[config.mk]
export PLATFORM = sky130hd
export DESIGN_NAME = demux1to4_rr
export DESIGN_NICKNAME = d
export VERILOG_FILES = /design/src/rtl/demux_pkg.sv /design/src/rtl/demux_lane.sv /design/src/rtl/demux1to4_rr.sv
export SDC_FILE = /design/constraint.sdc
export NUM_CORES = 1
export LEC_CHECK = 0
export CORE_ASPECT_RATIO = 1.5
export CORE_MARGIN = 4
export CORE_UTILIZATION = 46
export CTS_CLUSTER_DIAMETER = 150
export DETAILED_ROUTE_END_ITERATION = 8
export MAX_ROUTING_LAYER = met4
export PLACE_DENSITY = 0.84
export SYNTH_ARGS = -nofsm -noshare
export SYNTH_HDL_FRONTEND = slang
export SYNTH_SLANG_ARGS = --single-unit
[constraint.sdc]
create_clock -name clk -period 3.8 [get_ports clk]
set_clock_uncertainty 0.05 [all_clocks]
set_input_delay 0.95 -clock clk [delete_from_list [all_inputs] [get_ports clk]]
set_output_delay 0.95 -clock clk [all_outputs]
set_load 0.02 [all_outputs]
[src/rtl/demux_pkg.sv]
// Shared definitions for the 1-to-4 round-robin stream demultiplexer.
//   N_LANES  number of output lanes
//   SEL_W    width of the lane select and of the round-robin pointer
//   MODE_SEL explicit lane select taken from the sel input
//   MODE_RR  lane chosen by the internal round-robin pointer
package demux_pkg;

  localparam int N_LANES = 4;
  localparam int SEL_W   = 2;

  localparam logic MODE_SEL = 1'b0;
  localparam logic MODE_RR  = 1'b1;

endpackage : demux_pkg

[src/rtl/demux_lane.sv]
// One-entry register slice used as a single output lane of the demux.
// Ports:
//   clk        clock, rising edge
//   rst        synchronous active-high reset
//   load       write d_in into the slice this cycle
//   d_in       data word to load
//   ready_in   downstream sink accepts the held word this cycle
//   valid_out  slice holds a word
//   d_out      held word, registered
//   can_load   slice is empty or is being drained this cycle
module demux_lane #(
  parameter int WIDTH = 8
) (
  input  logic             clk,
  input  logic             rst,
  input  logic             load,
  input  logic [WIDTH-1:0] d_in,
  input  logic             ready_in,
  output logic             valid_out,
  output logic [WIDTH-1:0] d_out,
  output logic             can_load
);

  // A drain and a reload may coincide, which gives one word per clock
  // into a continuously ready sink.
  assign can_load = ~valid_out | ready_in;

  always_ff @(posedge clk) begin
    if (rst) begin
      valid_out <= 1'b0;
      // NOTE: the data register is reset as well so a lane never presents X,
      // even though it is only meaningful while valid_out is set.
      d_out     <= '0;
    end else if (load) begin
      valid_out <= 1'b1;
      d_out     <= d_in;
    end else if (valid_out && ready_in) begin
      // Drained with no reload: data is kept, only valid drops.
      valid_out <= 1'b0;
    end
  end

endmodule : demux_lane

[src/rtl/demux1to4_rr.sv]
// 1-to-4 registered stream demultiplexer with valid/ready on every port.
// Each accepted input word goes to one lane, chosen either by sel (mode 0)
// or by a round-robin pointer (mode 1) that advances only on accepts.
// Ports:
//   clk        clock, rising edge
//   rst        synchronous active-high reset
//   in         input data word
//   in_valid   input word present
//   in_ready   target lane can take a word this cycle (combinational)
//   sel        explicit target lane in mode 0
//   mode       0 = explicit sel, 1 = round-robin
//   out0..out3 lane data, registered
//   out_valid  bit k set while lane k holds a word
//   out_ready  bit k set when sink k takes lane k this cycle
//   rr_ptr     current round-robin pointer
module demux1to4_rr
  import demux_pkg::*;
#(
  parameter int WIDTH = 8
) (
  input  logic               clk,
  input  logic               rst,
  input  logic [WIDTH-1:0]   in,
  input  logic               in_valid,
  output logic               in_ready,
  input  logic [SEL_W-1:0]   sel,
  input  logic               mode,
  output logic [WIDTH-1:0]   out0,
  output logic [WIDTH-1:0]   out1,
  output logic [WIDTH-1:0]   out2,
  output logic [WIDTH-1:0]   out3,
  output logic [N_LANES-1:0] out_valid,
  input  logic [N_LANES-1:0] out_ready,
  output logic [SEL_W-1:0]   rr_ptr
);

  logic [SEL_W-1:0]   target;
  logic [N_LANES-1:0] can_load;
  logic [N_LANES-1:0] load;
  logic               accept;

  // Target lane follows sel/mode in the same cycle, so a change while the
  // input is stalled simply retargets the pending word.
  assign target   = (mode == MODE_RR) ? rr_ptr : sel;
  // in_ready is independent of in_valid to avoid a handshake loop upstream.
  assign in_ready = can_load[target];
  assign accept   = in_valid & in_ready;

  always_comb begin
    // NOTE: default assignment first so no latch is inferred for load.
    load = '0;
    if (accept) begin
      load[target] = 1'b1;
    end
  end

  // Pointer advances only on an accept, so a stalled lane holds the order
  // rather than being skipped. Natural wrap of the 2-bit counter gives 3 -> 0.
  always_ff @(posedge clk) begin
    if (rst) begin
      // NOTE: sequential state uses non-blocking assignments only.
      rr_ptr <= '0;
    end else if (accept && (mode == MODE_RR)) begin
      rr_ptr <= rr_ptr + 1'b1;
    end
  end

  demux_lane #(.WIDTH(WIDTH)) LANE_u0 (
    .clk      (clk),
    .rst      (rst),
    .load     (load[0]),
    .d_in     (in),
    .ready_in (out_ready[0]),
    .valid_out(out_valid[0]),
    .d_out    (out0),
    .can_load (can_load[0])
  );

  demux_lane #(.WIDTH(WIDTH)) LANE_u1 (
    .clk      (clk),
    .rst      (rst),
    .load     (load[1]),
    .d_in     (in),
    .ready_in (out_ready[1]),
    .valid_out(out_valid[1]),
    .d_out    (out1),
    .can_load (can_load[1])
  );

  demux_lane #(.WIDTH(WIDTH)) LANE_u2 (
    .clk      (clk),
    .rst      (rst),
    .load     (load[2]),
    .d_in     (in),
    .ready_in (out_ready[2]),
    .valid_out(out_valid[2]),
    .d_out    (out2),
    .can_load (can_load[2])
  );

  demux_lane #(.WIDTH(WIDTH)) LANE_u3 (
    .clk      (clk),
    .rst      (rst),
    .load     (load[3]),
    .d_in     (in),
    .ready_in (out_ready[3]),
    .valid_out(out_valid[3]),
    .d_out    (out3),
    .can_load (can_load[3])
  );

endmodule : demux1to4_rr

* Word-level counts from Yosys, hierarchy flattened
Index checks and enable logic that the tools add are counted.
** Word-level totals
- Register bits after elaboration :: 38
- Bits of input ports :: 18
- Word-level logic and storage cells :: 45
** Cells by class
- Reduce and logical (&&, ||, !) cells :: 10
- Bitwise operators :: 9
- Muxes and demuxes :: 14
- $lt $le $gt $ge :: 2
- Add/sub/neg operators :: 1
** Operators with widths (number)
- $mux 1 :: 10
- $reduce_bool 2->1 :: 4
- $logic_and 1x1->1 :: 6
- $mux 4 :: 1
- $not 1->1 :: 4
- $or 1x1->1 :: 4
- $lt 2x3->1 const B :: 1
- $add 2x1->2 const B :: 1
- $bmux 1 s2 :: 1
- $demux 1 s2 :: 1
- $ge 2x1->1 const B :: 1
- $mux 2 :: 1
- $and 1x1->1 :: 1

* Depth between registers and ports, before layout
Gate-level depths: netlist of the first run.
- Depth after elaboration :: 7
- Gate-level depth with buffers :: 5
- Mapped depth without buffers :: 4

* Modules after synthesis
A second synthesis of the first run with hierarchy kept.
** Second synthesis, totals
- Cells, all modules :: 143
- Area, all modules :: 1481.4 sq um
** By module, submodules not included
- demux_lane :: area each 321.6 sq um, instances 4, sequential area each 180.2 sq um, cells an instance 30
- demux1to4_rr :: area each 195.2 sq um, instances 1, sequential area each 40.0 sq um, cells an instance 23

* Worst setup path after synthesis of the first run
OpenSTA, ideal clock, no wires.
- Kind :: input to output
- Start point :: input port mode
- End point :: output port in_ready
- Arrival :: 1816 ps
- Data required time :: 2800 ps
- Cell stages on the path :: 3
- Slack :: 984 ps
- Path buffers :: 0
- Path through :: mux2i_2 mux2i_1 mux2i_1
** On the way
- Longest elaborated chain between the ends :: 3
** RTL lines
- start: declaration :: RTL line demux1to4_rr.sv:27 : input logic mode,
- $mux 2 :: RTL line demux1to4_rr.sv:44 : assign target = (mode == MODE_RR) ? rr_ptr : sel;
- $bmux 1 s2 :: RTL line demux1to4_rr.sv:46 : assign in_ready = can_load[target];
- $mux 1 (not written as such) :: RTL line demux1to4_rr.sv:46
- end: declaration :: RTL line demux1to4_rr.sv:25 : output logic in_ready,
No other way between the ends. The select of a mux whose other input is x is not followed.

* Worst setup path after layout of the first run
Ends and elaborated chain as after synthesis.

==> results.cfg, run 1 <==
[floorplan]
dieWidth_um = 53.8
ios = 57
num_rows = 24
die_h_um = 76.8
die_area_um2 = 4130
start_util_pct = 48.8
fp.coreArea_um2 = 2970

[power_and_ir_drop]
p_total_w = 0.000891
ir_drop_v = 0.000347
power_density_nw_per_um2 = 416
power_leakage_nw = 0.997

[cells_and_area]
area_delta_synth_final_pct = 47.5
drive_gt1_share_pct = 7.61
fin_util_pct = 72.0
num_antenna_cells = 0
fillers = 219
fin_nets = 214
final-instance-count-excl-fill = 236

[logic_synthesis]
synth_common_cells = dfxtp_1, mux2i_1, nor2_1
yosys-top-cells-area = dfxtp_1, mux2i_1, nor2_1, a21oi_1, buf_4
yosysSeqAreaShare_pct = 52.5
yosys.area.top_type = dfxtp_1
ys_types = 18
synth_area_um2 = 1450
async_flop_share_pct = 0
synth_edf_count = 0
yosysMostFrequentCell = dfxtp_1
synth_nets = 158
yosys_warnings = 0
avgSynthCellArea_um2 = 10.4
yosys.area.top_type_share_pct = 52.5
ys_ff_latch = 38
yosys_most_used_dff = dfxtp_1
syn_inst = 140

[status]
status = finished clean

[cts]
hold_buffers = 0
cts_buffers = 5
cts_buffer_depth = 2
clkTransAtPathRegs_ns = 0.07
clk_latency_ns = 0.28
numClockSinks = 38
cts_root_buf = clkbuf_8
cts_tree = yes
htreeDepth = 2

[critical_path]
worstSetupPathType = input pin to output port
worstPathArrival_ns = 2.60
critPathCaptureType = output port
rrSetupSlack_ns = 1.86
r2r-start = rr_ptr[1]
reg2reg_depth = 5
start_kind = input pin
required_ns = 2.80
worstPathMaxFanout = 4
r2r-end = LANE_u0.d_out[4]

[grt]
grt-ovfl-total = 0
grt_usage_pct = 20.4
grt_pass1_wl_um = 6070
grt_max_degree = 39
grt_pass1_vias = 1295
antenna_found_initial = 0

[sta]
max-slew-margin-rel_pct = 52.8
slew_viol_final = 0
period_share_pct = 94.6
finalHoldViolCount = 0
setup_viol = 0
tns_ns = 0
period_minus_slack_ns = 3.60
fmax_mhz = 278
worstMarginPinSlew_ns = 0.705
fin_ws_ns = 0.205
rsz0062_at_grt = no

[placement]
place.gp.congestion = 0.701
post-dp-hpwl_um = 2760
io_buffers = 56
place_ws_ns = -0.00717
dp.cells = 228

[detailed_routing]
detail_route.iter0.violations = 53
antenna_left = 0
drc_errors = 0
firstDrtPassIters = 4
num_vias = 1223
drt-vias-per-instance = 5.18
wl_per_cell_um = 16.1
wl_um = 3800

[run]
maxCapViolCount = 0

[min_path]
hold_path_class = register to register
holdPathStages = 2
hold_path_end = LANE_u0.d_out[5]
min_from = LANE_u0.d_out[5]
==> state kept, by name, summed over array words and instances (netlist names) <==
name               cells
LANE_u1.d_out          8
LANE_u0.valid_out      1
LANE_u3.d_out          8
LANE_u0.d_out          8
rr_ptr                 2
LANE_u3.valid_out      1
LANE_u1.valid_out      1
LANE_u2.valid_out      1
LANE_u2.d_out          8
==> cell families (layout without fill, tap and decap cells) <==
| logic type | count (synthesis) | count (layout) | synth area share, % |
|---|---|---|---|
| buf+inv | 13 | 70 | 4.75 |
| simple gates | 43 | 43 | 13.3 |
| flops | 38 | 38 | 52.5 |
| mux | 38 | 38 | 26.6 |
| compound gates | 8 | 8 | 2.93 |
==> what timing repair did <==
action	CTS	global route
endpoints found under the setup margin	1	0
gates resized for setup	1	0
setup buffers	0	0
==> worst max-delay path: stages <==
cell and delay (ns):
clkdlybuf4s50_1 0.58, mux2i_2 0.33, mux2i_1 0.27, mux2i_1 0.12
dlygate4sd2_1 0.34
==> per-stage QoR <==
stage | instance area, um2 | hold slack, ns
CTS | 2140 | 0.454
detailed placement | 2030 | 0.437
finish | 2140 | 0.449
global placement | 2030 | 0.426
global route | 2140 | 0.477
floorplan | 1450 | 0.444
==> worst max path at each step <==
stage	start	end	depth (start not counted)
floorplan	mode	in_ready	3
global route	mode	in_ready	5
global placement	mode	in_ready	5
finish	mode	in_ready	5
CTS	mode	in_ready	5
detailed placement	mode	in_ready	5
==> report_power, final <==
group / switching (W) / internal, W / leakage, nW
clock network: 0.000138 / 0.000193 / 0.0579
registers: 0.00000946 / 0.000414 / 0.309
logic: 0.0000670 / 0.0000685 / 0.630
==> placed cells by master, fill, tap and decap left out, types with 2 or more instances in the layout <==
master | Yosys | routed
clkinv_2 | 0 | 2
nand4b_1 | 2 | 2
nor2_1 | 32 | 32
nand4_1 | 2 | 2
dfxtp_1 | 38 | 38
a21oi_1 | 6 | 6
clkbuf_8 | 0 | 5
nand2b_1 | 4 | 4
buf_4 | 4 | 5
clkdlybuf4s50_1 | 0 | 55
mux2i_1 | 36 | 36
==> area by class of cell <==
cell class	instances	area (um2)	share of cell area, %
inverters	1	3.75	0.175
clock inverters	3	40.0	1.87
multi-input cells	89	621	29.0
clock buffers	5	68.8	3.22
well taps	39	48.8	2.28
repair buffers	61	597	27.9
flip-flops and latches	38	761	35.6
==> per-layer routing <==
| layer | vias to the layer above | GRT usage (%) | part of all wire (%) |
|---|---|---|---|
| li1 | 586 | - | - |
| met1 | 579 | 21.2 | 36 |
| met2 | 53 | 35.7 | 56 |
| met3 | 5 | 4.65 | 6.4 |
| met4 | 0 | 7.67 | 1.4 |
| met5 | - | - | 0 |
No activity file was read; power rests on OpenSTA's default activity.
==> run 2: changes to the inputs <==
--- a/config.mk
+++ b/config.mk
@@ -7,11 +7,12 @@
 export LEC_CHECK = 0
 export CORE_ASPECT_RATIO = 1.5
 export CORE_MARGIN = 4
-export CORE_UTILIZATION = 46
+export CORE_UTILIZATION = 48
+export CTS_BUF_LIST = sky130_fd_sc_hd__clkbuf_4 sky130_fd_sc_hd__clkbuf_8
 export CTS_CLUSTER_DIAMETER = 150
 export DETAILED_ROUTE_END_ITERATION = 8
 export MAX_ROUTING_LAYER = met4
-export PLACE_DENSITY = 0.84
+export PLACE_DENSITY = 0.87
 export SYNTH_ARGS = -nofsm -noshare
 export SYNTH_HDL_FRONTEND = slang
 export SYNTH_SLANG_ARGS = --single-unit
==> run 2 against run 1 <==
Cell count is the same. Total power is 11% higher. Clock-buffer cell count increased by 1. Largest cell class unchanged. Highest routed layer unchanged.
==> results.cfg, run 2 (same netlist as run 1, synthesis figures left out) <==
[status]
status = finished clean

[power_and_ir_drop]
internal_power_w = 0.000764
power_density_nw_per_um2 = 451
p_total_w = 0.000986
power_leakage_nw = 1.02
ir_drop_v = 0.000377
power_switching_share_pct = 22.5
p_sw_w = 0.000222
power_frac_seq_pct = 43.1
clkPwrFrac_pct = 42.9
pwr-share-comb_pct = 14.0

[cells_and_area]
layout_common_cells = clkdlybuf4s50_1, dfxtp_1, mux2i_1, nor2_1
drive_gt1_share_pct = 7.61
num_antenna_cells = 0
multi_input_area_um2 = 629
area_delta_synth_final_pct = 50.7
layout_commonest_cell = clkdlybuf4s50_1
fin_nets = 214
fillers = 212
fin_util_pct = 75.0
regArea_um2 = 761

[cts]
cts_buffer_depth = 2
clkTransAtPathRegs_ns = 0.08
cts_root_buf = clkbuf_8
cts_tree = yes
clk_latency_ns = 0.29
cts_setup_buffers = 0
numClockSinks = 38
htreeDepth = 2
cts_buffers = 5

[sta]
period_minus_slack_ns = 3.59
worstMarginPinSlew_ns = 0.697
max-slew-margin-rel_pct = 53.4
fmax_mhz = 278
tns_ns = 0
finalHoldViolCount = 0
setup_viol = 0
period_share_pct = 94.6
rsz0062_at_grt = no
slew_viol_final = 0

[floorplan]
start_util_pct = 49.8
num_rows = 24
fp.coreArea_um2 = 2910
dieWidth_um = 52.9
die_area_um2 = 3980
ios = 57
die_h_um = 75.3

[critical_path]
worstPathArrival_ns = 2.59
path_buf_inv = 2
worstSetupPathType = input pin to output port
cp_slowest_stage_delay_ns = 0.55
r2r-start = rr_ptr[1]
path_cells = clkdlybuf4s50_1, mux2i_4, mux2i_1, mux2i_1, clkdlybuf4s50_1
reg2reg_depth = 5
critPathCaptureType = output port
worstPathMaxFanout = 3
r2r-end = LANE_u1.d_out[0]
required_ns = 2.80
rrSetupSlack_ns = 1.85
slowest_stage = clkdlybuf4s50_1
cp.depth = 5
crit_end = in_ready
start_kind = input pin
crit_start = sel[1]
critPathTopFamily = buffers and inverters

[grt]
antenna_found_initial = 0
grt_pass1_wl_um = 6290
grt_max_degree = 39
grt_usage_pct = 22.6
grt_pass1_vias = 1302
grt-ovfl-total = 0

[detailed_routing]
detail_route.iter0.violations = 28
firstDrtPassIters = 6
wl_per_cell_um = 16.9
top_layer_used = met4
drt-vias-per-instance = 5.19
wl_met2_um = 2170
antenna_left = 0
drc_errors = 0
wl_met1_um = 1460
num_vias = 1226
met3_length_um = 232
wl_um = 3990

[placement]
io_buffers = 56
post-dp-hpwl_um = 2730
place.gp.congestion = 0.663

[min_path]
min_from = LANE_u1.d_out[5]
hold_path_class = register to register

[run]
maxCapViolCount = 0
==> run 2: per-layer routing <==
layer  vias up  track usage [%]
met5         -                -
met4         0             11.9
li1        578                -
met3        12             6.07
met1       584             23.0
met2        52             39.1
==> run 2: worst min-delay path, stage by stage, from the launching register on <==
cell and delay (ns):
dfxtp_1 0.33, mux2i_1 0.07, nor2_1 0.07
==> run 2: what timing repair did <==
action	CTS	global route
endpoints found under the setup margin	0	1
hold buffers	0	0
resized for setup	0	2
==> run 2: layout make-up <==
cell class / instances / share of cell area [%]
multi-input cells: 89 / 28.8
well taps: 39 / 2.23
flip-flops and latches: 38 / 34.8
repair buffers: 61 / 27.5
clock buffers: 6 / 3.78
clock inverters: 2 / 2.75
inverters: 1 / 0.172
==> run 2: how the worst min path moves through the flow <==
stage | endpoint | cells after the start | slack, ns
6_report | LANE_u1.d_out[5] | 2 | 0.45
3_5_place_dp | LANE_u1.d_out[5] | 2 | 0.44
5_1_grt | LANE_u1.d_out[6] | 2 | 0.48
4_1_cts | LANE_u1.d_out[5] | 2 | 0.45
3_3_place_gp | LANE_u2.d_out[0] | 2 | 0.43
2_1_floorplan | LANE_u2.valid_out | 2 | 0.44
==> run 2: power by group through the flow <==
stage	clock (W)	sequential, W	combinational [W]
global route	0.000441	0.000426	0.000147
CTS	0.000424	0.000424	0.000138
detailed placement	0	0.000433	0.000135
global placement	0	0.000432	0.000131
finish	0.000423	0.000424	0.000138
floorplan	0	0.000449	0.0000538
==> run 2: metrics by stage <==
step                cell area, um2  hold slack, ns  setup slack (ns)  instances
finish                        2190           0.448             0.207        236
global route                  2190           0.485             0.151        236
CTS                           2170           0.454           0.00144        236
detailed placement            2030           0.437            0.0308        228
global placement              2030           0.425            0.0747        228
floorplan                     1450           0.444             0.984        140
